==> config.mk <==
export PLATFORM = sky130hd
export DESIGN_NAME = fifo_burst_arbiter
export DESIGN_NICKNAME = d
export VERILOG_FILES = /design/src/rtl/fifo_burst_arbiter.sv
export SDC_FILE = /design/constraint.sdc
export NUM_CORES = 1
export LEC_CHECK = 0
export CORE_MARGIN = 2
export CORE_UTILIZATION = 52
export DETAILED_ROUTE_END_ITERATION = 16
export PLACE_DENSITY = 0.82
export SKIP_LAST_GASP = 1
export SYNTH_ARGS = -nofsm -noshare
export SYNTH_HDL_FRONTEND = slang
export SYNTH_SLANG_ARGS = --single-unit
==> constraint.sdc <==
create_clock -name clk -period 3.8 [get_ports clk]
set_input_delay 0.76 -clock clk [delete_from_list [all_inputs] [get_ports clk]]
set_output_delay 0.76 -clock clk [all_outputs]
set_load 0.02 [all_outputs]
==> src/rtl/fifo_burst_arbiter.sv <==
// fifo_burst_arbiter: burst read sequencer for the two camera line FIFOs.
// Optional build macro FIFO_ARB_FIXED_PRIO_EN: port 0 always wins ties.
module fifo_burst_arbiter #(
   parameter int DATA_WIDTH = 16,
   parameter int ADDR_WIDTH = 8,
   parameter int BURST_LEN  = 32
) (
   input  logic                  clk,
   input  logic                  nrst,
   input  logic [ADDR_WIDTH:0]   cnt0,
   input  logic [ADDR_WIDTH:0]   cnt1,
   input  logic                  flush0,
   input  logic                  flush1,
   output logic                  re0,
   output logic                  re1,
   input  logic [DATA_WIDTH-1:0] rdata0,
   input  logic [DATA_WIDTH-1:0] rdata1,
   output logic                  out_valid,
   input  logic                  out_ready,
   output logic [DATA_WIDTH-1:0] out_data,
   output logic                  out_port,
   output logic                  out_first,
   output logic                  out_last,
   output logic                  busy
);
   localparam int CW = ADDR_WIDTH + 1;
   localparam logic [CW-1:0] BLEN = CW'(BURST_LEN);
   localparam logic [CW-1:0] ONE  = CW'(1);
   localparam logic [1:0] IDLE  = 2'd0;
   localparam logic [1:0] READ  = 2'd1;
   localparam logic [1:0] DRAIN = 2'd2;

   logic [1:0]            state;
   logic                  gport;
   logic [CW-1:0]         len;
   logic [CW-1:0]         remaining;
   logic                  pend_v;
   logic                  pend_port;
   logic                  pend_first;
   logic                  pend_last;
   logic [DATA_WIDTH-1:0] buf_data [2];
   logic [1:0]            buf_port;
   logic [1:0]            buf_first;
   logic [1:0]            buf_last;
   logic                  rd_ptr;
   logic                  wr_ptr;
   logic [1:0]            occ;
   logic                  elig0;
   logic                  elig1;
   logic                  pick;
   logic [CW-1:0]         gcnt;
   logic [CW-1:0]         glen;
   logic                  credit;
   logic                  rd;
   logic                  pop;
   logic                  head_pop;
   logic                  push;
   logic [DATA_WIDTH-1:0] rdata_sel;
`ifndef FIFO_ARB_FIXED_PRIO_EN
   logic                  last_grant;
`endif

   // Port eligibility and the winner if a grant is made this cycle
   always_comb begin
      elig0 = (cnt0 >= BLEN) || (flush0 && cnt0 != '0);
      elig1 = (cnt1 >= BLEN) || (flush1 && cnt1 != '0);
`ifdef FIFO_ARB_FIXED_PRIO_EN
      pick = !elig0;
`else
      pick = (elig0 && elig1) ? !last_grant : elig1;
`endif
      gcnt = pick ? cnt1 : cnt0;
      glen = (gcnt < BLEN) ? gcnt : BLEN;
   end

   // Read issue: registered state only, limited by buffer credit
   always_comb begin
      credit = ({1'b0, occ} + {2'b00, pend_v}) < 3'd2;
      rd     = nrst && (state == READ) && (remaining != '0) && credit;
      re0    = rd && !gport;
      re1    = rd && gport;
   end

   // Output: buffer head, or returning word bypassed when buffer is empty
   always_comb begin
      rdata_sel = pend_port ? rdata1 : rdata0;
      out_valid = (occ != 2'd0) || pend_v;
      out_data  = '0;
      out_port  = 1'b0;
      out_first = 1'b0;
      out_last  = 1'b0;
      if (occ != 2'd0) begin
         out_data  = buf_data[rd_ptr];
         out_port  = buf_port[rd_ptr];
         out_first = buf_first[rd_ptr];
         out_last  = buf_last[rd_ptr];
      end else if (pend_v) begin
         out_data  = rdata_sel;
         out_port  = pend_port;
         out_first = pend_first;
         out_last  = pend_last;
      end
      pop      = out_valid && out_ready;
      head_pop = pop && (occ != 2'd0);
      push     = pend_v && !(pop && occ == 2'd0);
      busy     = (state != IDLE) || (occ != 2'd0);
   end

   // Grant, burst sequencing and round-robin pointer
   always_ff @(posedge clk) begin
      if (!nrst) begin
         state      <= IDLE;
         gport      <= 1'b0;
         len        <= '0;
         remaining  <= '0;
`ifndef FIFO_ARB_FIXED_PRIO_EN
         last_grant <= 1'b1;
`endif
      end else begin
         case (state)
            IDLE: begin
               if (elig0 || elig1) begin
                  gport      <= pick;
                  len        <= glen;
                  remaining  <= glen;
`ifndef FIFO_ARB_FIXED_PRIO_EN
                  last_grant <= pick;
`endif
                  state      <= READ;
               end
            end
            READ: begin
               if (rd) begin
                  remaining <= remaining - ONE;
                  if (remaining == ONE)
                     state <= DRAIN;
               end
            end
            DRAIN: begin
               if (pop && out_last)
                  state <= IDLE;
            end
            default: state <= IDLE;
         endcase
      end
   end

   // Tag returning read data and keep the 2-entry output buffer
   always_ff @(posedge clk) begin
      if (!nrst) begin
         pend_v     <= 1'b0;
         pend_port  <= 1'b0;
         pend_first <= 1'b0;
         pend_last  <= 1'b0;
         rd_ptr     <= 1'b0;
         wr_ptr     <= 1'b0;
         occ        <= 2'd0;
         buf_port   <= 2'b00;
         buf_first  <= 2'b00;
         buf_last   <= 2'b00;
         for (int i = 0; i < 2; i++)
            buf_data[i] <= '0;
      end else begin
         pend_v     <= rd;
         pend_port  <= gport;
         pend_first <= (remaining == len);
         pend_last  <= (remaining == ONE);
         if (push) begin
            buf_data[wr_ptr]  <= rdata_sel;
            buf_port[wr_ptr]  <= pend_port;
            buf_first[wr_ptr] <= pend_first;
            buf_last[wr_ptr]  <= pend_last;
            wr_ptr            <= !wr_ptr;
         end
         if (head_pop)
            rd_ptr <= !rd_ptr;
         occ <= occ + {1'b0, push} - {1'b0, head_pop};
      end
   end

endmodule

# --- Yosys cells after proc, flatten, opt, wreduce, memory -nomap -nowiden ---
# Memories as Yosys holds them, arrays and structs flattened. A register that Yosys moved wholly into a read port is not among the register bits.
# Cells that the tools add are included.
classes:
  n_lt_le_gt_ge: 7
  reduce_logical: 36
  muxes: 40
  eq_ne: 8
  add_sub_neg: 4
op_table:
  columns: ["cell", "n"]
  rows:
  - ["$mux W16", 4]
  - ["$mux W9", 4]
  - ["$reduce_bool A9 Y1", 3]
  - ["$mux W1", 22]
  - ["$ge A9 B6 Y1 const B", 2]
  - ["$pmux W9 S2", 1]
  - ["$reduce_or A16 Y1", 1]
  - ["$logic_and A1 B1 Y1", 14]
  - ["$eq A9 B1 Y1 const B", 1]
  - ["$eq A9 B9 Y1", 1]
  - ["$lt A9 B6 Y1 const B", 1]
  - ["$sub A9 B1 Y9 const B", 1]
  - ["$mux W2", 4]
  - ["$bwmux W2", 3]
  - ["$ne A2 B2 Y1 const B", 3]
  - ["$pmux W2 S3", 1]
  - ["$reduce_bool A2 Y1", 3]
  - ["$logic_not A1 Y1", 5]
  - ["$logic_or A1 B1 Y1", 5]
  - ["$logic_not A2 Y1", 2]
  - ["$lt A1 B2 Y1 const B", 2]
  - ["$reduce_and A4 Y1", 1]
  - ["$add A2 B1 Y3", 1]
  - ["$lt A3 B2 Y1 const B", 1]
  - ["9 further kinds", 9]
totals:
  n_memories: 1
  input_bits: 55
  register_bits: 36
  word_cells: 111
  ramBits: 32
  out_inout_bits: 23
memory_table:
  columns: ["name", "words", "width", "read_ports", "rd_clocked_by_memory_dff", "write_ports", "line_no", "rtl"]
  rows:
  - ["buf_data", 2, 16, 1, 1, 2, "41", "logic [DATA_WIDTH-1:0] buf_data [2];"]

# --- Longest topological paths before layout ---
logic_depth:
  depth_word: 11
  depth_mapped: 10
  ltp_nobuf: 10

# --- Worst setup path before layout ---
# No wires, ideal clock.
synth_timing:
  path_type: "register to output"
  from: "register remaining[0]"
  to: "output re0"
  t_required_ps: 3040
  stages_incl_launch_ff: 7
  path_buffers: 1
  arrival_time_ps: 1765
  path_slack_ps: 1275
  path_cell_list: "dfxtp_1 inv_1 ha_1 or4b_1 o2111ai_4 buf_4 nor2_1"
synth_via:
  elab_chain_len: 4
synth_rtl:
  columns: ["item", "line_no", "rtl"]
  rows:
  - ["start: declaration", "36", "logic [CW-1:0] remaining;"]
  - ["start signal: assignment", "125", "remaining <= glen;"]
  - ["start signal: assignment", "134", "remaining <= remaining - ONE;"]
  - ["$reduce_bool A9 Y1", "79", "rd = nrst && (state == READ) && (remaining != '0) && credit;"]
  - ["$logic_and A1 B1 Y1 (2 in series)", "79", null]
  - ["$logic_and A1 B1 Y1", "80", "re0 = rd && !gport;"]
  - ["end: declaration", "14", "output logic re0,"]
# Every way passes these cells.

# --- Worst setup path in the final report ---
layout_timing:
  from: "register remaining[0]"
  to: "output re1"
layout_via:
  elab_chain_len: 4
layout_rtl:
  columns: ["item", "line_no", "rtl"]
  rows:
  - ["$reduce_bool A9 Y1", "79", null]
  - ["$logic_and A1 B1 Y1 (2 in series)", "79", null]
  - ["$logic_and A1 B1 Y1", "81", "re1 = rd && gport;"]
  - ["end: declaration", "15", "output logic re1,"]
# Every way passes these cells.

==> metrics <==
ANT nets after route 0; Vias/cell ~6; CTS root buf clkbuf_8; first-pass GRT wire length roughly 13000 microns; Worst Path Max Fanout 7; unrepaired setup endpoints after global routing false; critical path launch point type flip-flop; Num CTS Buffers 9; # setup viols final 0; FMAX ~300 MHz; total power ~2100 uW; Clock Skew approximately 0.0086 ns; post-DP HPWL about 6000 microns; Warnings, synthesis 0; WL per Instance 16.84 microns; Gate power share 0.286; DR vias around 2.9k; placed cell count about 480; Yosys top cell by area edfxtp_1; DRT iter0 DRCs approximately 140; # resized after CTS 0; reg2reg setup slack about 1.3 ns; share of the synthesized area in the top cell type 0.2750; Main synth FF type dfxtp_1; Max Root-Sink Buffers 2; Post-Route WL 8318 microns; largest cells by area after synthesis edfxtp_1 (27%), dfxtp_1 (21%), mux2i_1 (12%); nets@finish around 470; Initial Utilization 0.5441; cells on worst reg2reg path 7; Final Util 0.7101; CTS Sinks 69; setup repair bufs after CTS 0; Clk Latency, worst-skew pair between 0.3 and 0.4 ns; placeable core region about 6400 sq um; Psw ~660 uW; non-filler instance count after layout approximately 500; Synth Cell Area ~3500 sq um; Antenna diodes 0; Register Area 1702 sq um; CP required about 3.0 ns; crit path time final 3.276 ns; Rel. slew slack 0.4102; final slew viol count 0; outcome complete, no violations; row cnt 29; Die Area 7392 sq um; Hold Path Class flip-flop to flip-flop; Post-Syn Instances ~330; Worst EP arrival between 2 and 3 ns; Worst-Margin Slew slightly below 0.9 ns; share of layout cells above drive strength 1 0.08633; GP Congestion 0.8335; VDD IR max roughly 0.28 mV; cts hold-fix bufs 0; critical path class flip-flop to output port; MaxCap Viol Count 0; Synth Net Count 393; Yosys reg bits 69; Fin Setup TNS 0 ns; Final Hold Viols 0; critical path capture point type output port; pwr dens 468.7 nW/um^2; P&R area growth vs syn 30.50%; Clock Power Share 0.304; Die Y roughly 86 microns; Total GRT Usage 0.2342; number of flops mapped to enable cells by yosys 32; P_leak 0.001639 uW; vias in the first global route between 2k and 3k; DRT Pass-1 Iters 4; internal power consumption approximately 1500 uW; htree depth 3; CTS tree done; Worst Hold Depth 2; Multi-input gate area between 1500 and 2000 sq um; I/O pins 78; Switching Share 0.3091; Clock Pin Slew Worst Setup and Hold Paths about 0.08 ns; Port Buf Inserts 77; leading cell types by count after synthesis nor2_1 (45), mux2i_1 (42), dfxtp_1 (37); Min Hold Slack ~0.47 ns; antenna violations before repair 0; most common cell in the netlist nor2_1; Sequential Power Share 0.410; ys async rst share 0; hold_sp len[1]; Hold Path End len[1]; largest net degree at the start of global routing 26; fillcell total around 470; Post-route DRC 0; Synth cell types between 50 and 60; DIE WIDTH between 80 and 90 microns; post-synthesis sequential area ratio 0.4869; Final period util 0.8620; gr ovfl total 0; reg2reg end remaining[7]; FF-to-FF Start remaining[0]; Avg Inst Size Synth about 10 sq um
==> critical path, stage by stage, from the launching register on <==
cell and delay [ns]:
dfxtp_1 0.38, inv_1 0.10, ha_1 0.24, or4b_1 0.58, o2111ai_4 0.27, nor2_1 0.06, clkdlybuf4s50_1 0.54
==> placed cells by master (no fill, tap or decap), types with 3 or more instances in the layout <==
| cell type | synthesis | layout |
|---|---|---|
| nor3_1 | 6 | 6 |
| nand2b_1 | 3 | 3 |
| clkbuf_8 | 0 | 9 |
| a22o_1 | 6 | 6 |
| nor2_1 | 45 | 45 |
| xnor2_1 | 11 | 11 |
| edfxtp_1 | 32 | 32 |
| a21oi_1 | 9 | 9 |
| mux2i_1 | 42 | 42 |
| nor2b_1 | 3 | 3 |
| nor4_1 | 3 | 3 |
| o22ai_1 | 18 | 18 |
| buf_4 | 1 | 7 |
| o21ai_1 | 6 | 6 |
| dfxtp_1 | 37 | 37 |
| ha_1 | 4 | 4 |
| nand2_1 | 17 | 17 |
| or3_1 | 3 | 3 |
| clkdlybuf4s50_1 | 0 | 77 |
| o21ai_0 | 9 | 9 |
| nand3_1 | 5 | 5 |
| or4_1 | 5 | 5 |
| inv_1 | 11 | 11 |
| and2_1 | 5 | 5 |
| and2_2 | 3 | 3 |
| clkbuf_16 | 0 | 3 |
| xor2_1 | 3 | 3 |
==> layer usage <==
metal,track usage,vias up,part of all wire
li1,-,1392,-
met2,0.4052,86,0.52
met3,0.05967,10,0.054
met1,0.2785,1413,0.41
met5,0,-,0
met4,0.09091,0,0.014
==> power by group through the flow <==
stage / Combinational [uW] / Sequential (uW) / Clock (uW)
after floorplan: 382 / 874 / 0
after global placement: 597 / 889 / 0
after detailed placement: 608 / 893 / 0
after CTS: 611 / 877 / 651
after global routing: 657 / 883 / 684
final: 611 / 878 / 649
==> sequential cells by signal, summed over array words and instances (netlist names), 2 cells and up, named ones only <==
register,count
occ,2
buf_data,32
buf_last,2
buf_first,2
buf_port,2
remaining,9
state,2
len,9
==> final cells by class <==
class,count,area share
Multi-Input combinational cell,237,0.3657
Inverter,11,0.009054
Clock buffer,12,0.04362
Clock inverter,4,0.006859
Sequential cell,69,0.3731
Tap cell,77,0.02112
Timing Repair Buffer,84,0.1805
==> cells by family after synthesis <==
kind of cell	synth area share
compound gates	0.1593
xor+xnor	0.03509
fa+ha+maj	0.01432
buf+inv	0.03580
flops	0.4869
mux	0.1203
simple gates	0.1482
==> stage by stage <==
stage / setup WS (ns) / instance area, sq um
2_1_floorplan: 1.275 / 3495
3_3_place_gp: 0.7617 / 4330
3_5_place_dp: 0.7031 / 4330
4_1_cts: 0.5164 / 4561
5_1_grt: 0.3915 / 4561
6_report: 0.5243 / 4561
==> worst max path at each step <==
stage | from | end | slack (ns) | cells past startpoint
final | remaining[0] | re1 | 0.52 | 6
after global routing | remaining[0] | re1 | 0.39 | 6
after CTS | remaining[0] | re1 | 0.52 | 6
after detailed placement | nrst | re1 | 0.70 | 5
after global placement | nrst | re1 | 0.76 | 5
after floorplan | remaining[0] | re0 | 1.27 | 6
Note: power is estimated with default switching activity, not from simulation.
